===== src/rtl/fwd_hazard_scoreboard.sv =====
// Operand forwarding selects for the EX stage plus a per-register latency scoreboard
// that stalls ID-stage consumers whose producer result cannot be forwarded in time.
module fwd_hazard_scoreboard #(
  parameter int unsigned AW      = 5,
  parameter int unsigned NSRC    = 2,
  parameter int unsigned MAX_LAT = 4,
  parameter int unsigned SCW     = 16,
  localparam int unsigned LW     = $clog2(MAX_LAT + 1)
) (
  input  logic              clk,
  input  logic              rst_n,
  input  logic              issue_valid,
  input  logic              issue_regwrite,
  input  logic [AW-1:0]     issue_rd,
  input  logic [LW-1:0]     issue_lat,
  input  logic [NSRC*AW-1:0] id_rs,
  input  logic [NSRC-1:0]   id_src_used,
  input  logic [NSRC*AW-1:0] ex_rs,
  input  logic              ex_mem_regwrite,
  input  logic [AW-1:0]     ex_mem_rd,
  input  logic              mem_wb_regwrite,
  input  logic [AW-1:0]     mem_wb_rd,
  output logic [2*NSRC-1:0] fw_sel,
  output logic              stall,
  output logic [SCW-1:0]    stall_count
);

  localparam int unsigned NREG = 2 ** AW;

  // Entry 0 exists only to keep indexing simple; it is never written or read.
  logic [LW-1:0] cnt [NREG];
  logic [LW-1:0] eff_lat;
  logic          load;
  logic          stall_raw;

  always_comb begin
    if (issue_lat == '0) begin
      eff_lat = LW'(1);
    end else if (issue_lat > LW'(MAX_LAT)) begin
      eff_lat = LW'(MAX_LAT);
    end else begin
      eff_lat = issue_lat;
    end
  end

  assign load = issue_valid & issue_regwrite & (issue_rd != '0) & ~stall;

  // cnt == 1 is still covered by EX/MEM or MEM/WB forwarding, so only > 1 stalls.
  always_comb begin
    stall_raw = 1'b0;
    for (int i = 0; i < NSRC; i++) begin
      for (int r = 1; r < NREG; r++) begin
        if (id_src_used[i] && id_rs[i*AW +: AW] == AW'(r) && cnt[r] > LW'(1)) begin
          stall_raw = 1'b1;
        end
      end
    end
  end

  assign stall = rst_n & stall_raw;

  always_ff @(posedge clk) begin
    if (!rst_n) begin
      for (int r = 1; r < NREG; r++) begin
        cnt[r] <= '0;
      end
      stall_count <= '0;
    end else begin
      for (int r = 1; r < NREG; r++) begin
        if (load && issue_rd == AW'(r)) begin
          cnt[r] <= eff_lat;
        end else if (cnt[r] != '0) begin
          cnt[r] <= cnt[r] - 1'b1;
        end
      end
      if (stall && stall_count != '1) begin
        stall_count <= stall_count + 1'b1;
      end
    end
  end

  // EX/MEM is checked first so the most recent value wins when both stages match.
  always_comb begin
    fw_sel = '0;
    if (rst_n) begin
      for (int i = 0; i < NSRC; i++) begin
        if (ex_mem_regwrite && ex_mem_rd != '0 && ex_mem_rd == ex_rs[i*AW +: AW]) begin
          fw_sel[2*i +: 2] = 2'b10;
        end else if (mem_wb_regwrite && mem_wb_rd != '0 && mem_wb_rd == ex_rs[i*AW +: AW]) begin
          fw_sel[2*i +: 2] = 2'b01;
        end
      end
    end
  end

endmodule

===== config.mk =====
export PLATFORM = sky130hd
export DESIGN_NAME = fwd_hazard_scoreboard
export DESIGN_NICKNAME = d
export VERILOG_FILES = /design/src/rtl/fwd_hazard_scoreboard.sv
export SDC_FILE = /design/constraint.sdc
export NUM_CORES = 1
export LEC_CHECK = 0
export ABC_AREA = 1
export CAP_MARGIN = 20
export CELL_PAD_IN_SITES_DETAIL_PLACEMENT = 1
export CELL_PAD_IN_SITES_GLOBAL_PLACEMENT = 1
export CORE_UTILIZATION = 39
export DETAILED_ROUTE_END_ITERATION = 8
export PLACE_DENSITY = 0.71
export RECOVER_POWER = 50
export SYNTH_ARGS = -nofsm -noshare
export SYNTH_HDL_FRONTEND = slang
export SYNTH_SLANG_ARGS = --single-unit

===== constraint.sdc =====
create_clock -name clk -period 6.1 [get_ports clk]
set_clock_uncertainty 0.2 [all_clocks]
set_input_delay 0.61 -clock clk [delete_from_list [all_inputs] [get_ports clk]]
set_output_delay 0.61 -clock clk [all_outputs]
set_load 0.01 [all_outputs]

==> summary.txt <==
gpl congestion -> 0.844
largest net degree at the start of global routing -> 63
Slew @ Worst Pin -> 1740 ps
Reg2Reg Setup Slack -> 2180 ps
sequential element share of the synthesized area -> 32.2%
largest family of logic cells by synthesized area -> simple AND/OR/NAND/NOR gates
cells after synthesis -> 1358
hpwl dp -> 21.3 mm
Finished Cell Area -> 10900 µm²
worst path cell trace -> clkdlybuf4s50_1 -> inv_1 -> nor2_2 -> nand3_1 -> nor2_1 -> nor2_1 -> nand2_1 -> nor2_1 -> nand2_1 -> nor2_1 -> nand3_1 -> nand2_4 -> inv_4 -> clkdlybuf4s50_1
Synth Area in Compound Gates -> 2.18%
most common library cells after synthesis -> nand2_1 (368), inv_1 (204), nand4_1 (164), nor2_1 (122), nand3_1 (106)
worst hold start -> stall_count[5]
Layout area overhead -> 12.4%
fin crit period -> 4280 ps
adder-cell share of the synthesized area -> 11.9%
Worst path most repeated cell -> nor2_1
Yosys warning total -> 0
initial drt markers -> 409
pre-CTS setup slack -> 1910 ps
CP Class -> in -> out
Synth top area share -> 28.9%
clk root buf -> clkbuf_16
Area contributors post-synth -> edfxtp_1 (29%), nand2_1 (14%), ha_1 (12%)
hold endpoint -> stall_count[5]
routed vias -> 8999
Post-Route WL -> 28.4 mm
Rel. slew slack -> -15.7%
data arrival time of the worst path -> 3470 ps
clk sinks -> 109
CTS-repair resized insts -> 0
Avg Vias per Cell -> 5.23
Total Nets Final -> 1531
mux contribution to synthesized area -> 0%
max-cap violations -> 1
async set-or-reset flop fraction in the synthesized netlist -> 0%
worst flop-to-flop path startpoint -> cnt[0][73]
initial antenna violation count -> 0
Post-DP Area -> 10600 µm²
vias in the first global route -> 9279
total track usage -> 23.0%
CTS tree -> yes
Distinct cells, synth -> 31
Final Core Density -> 44.6%
crit-path max cell delay -> 580 ps
Final Cycle Share -> 70.2%
CTS Buf Count -> 9
DP Cell Count -> 1705
crit-path max FO -> 32
DRT Pass-1 Iters -> 5
Slew Limit Fails -> 32
global-route wire length before repair -> 47.1 mm
H-tree depth -> 3
RSZ-0062 raised after global routing -> false
Worst Hold Path Cells -> 2
share of cells above drive strength 1 -> 2.79%
initial core utilization -> 39.7%
Peak VDD IR -> 149 µV
Routed Antenna Nets -> 0
fmax -> 0.233 GHz
# diodes -> 0
min-delay worst type -> reg -> reg
Setup Buffers After CTS -> 0
Die Y -> 159 µm
global route overflow -> 0
post-synthesis register bit count -> 109
pwr/cell area -> 369 nW/µm²
R2R Path End -> cnt[0][73]
Layout fillers -> 3124
failing checks -> capacitance limit, slew limit
Syn Area/Cell -> 7.11 µm²
worst setup path start -> id_src_used[1]
post-synth net total -> 1496
post-synth top area cell -> edfxtp_1
PortBufs -> 66
Simple-Gate Fraction of Synth Area -> 37.5%
clk buf depth -> 2
Hold-fix buffers, CTS -> 0
clock transition at the registers of the reported paths -> 80 ps
synthesized cell area -> 9660 µm²
# rows -> 57
Final setup violation count -> 0
final hold violation count -> 0
Critical Path Slowest Stage Cell -> clkdlybuf4s50_1
CP Launch Type -> primary input
R2R depth -> 16
count leader, synth -> nand2_1
Ports -> 67
Leak Pwr -> 5.24 nW
core area -> 24300 µm²
post-route setup TNS -> 0 ps
Clock Latency Late Sink -> 360 ps
die area -> 25400 µm²
DRC violations left -> 0
Setup WS post-layout -> 1820 ps
Post-synth EDFFs -> 93
post-route insts no fill -> 1722
CP endpoint kind -> output port
status -> finished, violations left
die width -> 159 µm
XOR/XNOR Fraction of Synth Area -> 5.53%
drt wl/cell -> 16.5 µm
Synth Flop Type -> edfxtp_1
Worst Path Required -> 5290 ps
==> layer usage <==
metal	share of wire (%)	global-route usage (%)	wire length (µm)
met1	48	31.3	13700
met2	47	38.7	13400
met3	3.6	3.28	1010
met4	0.96	4.90	274
met5	0	0	0
==> cell type report <==
class                           instances  area (µm²)  area share (%)
Multi-Input combinational cell        988        5520            50.9
Sequential cell                       109        3110            28.7
Inverter                              211         795            7.32
Timing Repair Buffer                   74         727            6.70
Tap cell                              324         405            3.73
Clock buffer                           10         250            2.31
Clock inverter                          6        43.8           0.403
==> registers in the layout, summed over array words and instances (netlist names) <==
| signal | count |
|---|---|
| cnt | 93 |
| stall_count | 16 |
==> power breakdown <==
| part | switching [mW] | internal (mW) |
|---|---|---|
| Combinational | 1.36 | 0.668 |
| Sequential | 0.159 | 1.21 |
| Clock | 0.302 | 0.306 |
| Total | 1.82 | 2.19 |
==> per-stage QoR <==
stage | power [mW] | hold slack [ps]
3_3_place_gp | 3.33 | 270
5_1_grt | 4.40 | 318
4_1_cts | 4.05 | 293
3_5_place_dp | 3.42 | 280
6_report | 4.01 | 284
2_1_floorplan | 2.81 | 295
==> worst max-delay path by stage <==
stage | endpoint | slack [ps]
finish | stall | 1820
global route | cnt[0][73] | 1430
CTS | stall | 1900
detailed placement | stall | 1910
global placement | stall | 1970
floorplan | fw_sel[1] | 3530
==> critical path, delay by kind of cell <==
kind	cells	cell delay, ps
buf+inv	4	1470
simple gates	10	1370
==> kinds of logic after synthesis <==
kind of cell / after synthesis
and+or+nand+nor: 799
DFF: 109
xor gates and xnor gates: 61
AOI/OAI and AO/OA: 36
adders and majority gates: 92
buffers and inverters: 261
==> cells in the final DEF, fill, tap and decap left out, drive strengths merged <==
master	netlist	routed
o211ai	1	1
edfxtp	93	93
xnor2	7	7
clkdlybuf4s50	0	48
nor4	5	5
nand4	164	164
o21ai	8	8
clkbuf	28	11
xor2	54	54
o21bai	8	8
buf	22	8
inv	209	213
ha	92	92
nand3b	1	1
nor3	23	23
clkinv	2	4
nand2	371	371
dlygate4sd3	0	17
or2	4	4
o41ai	2	2
a21oi	17	17
nand3	107	107
dfxtp	16	16
nor2	124	124
Power figures use the tool's default switching activity.
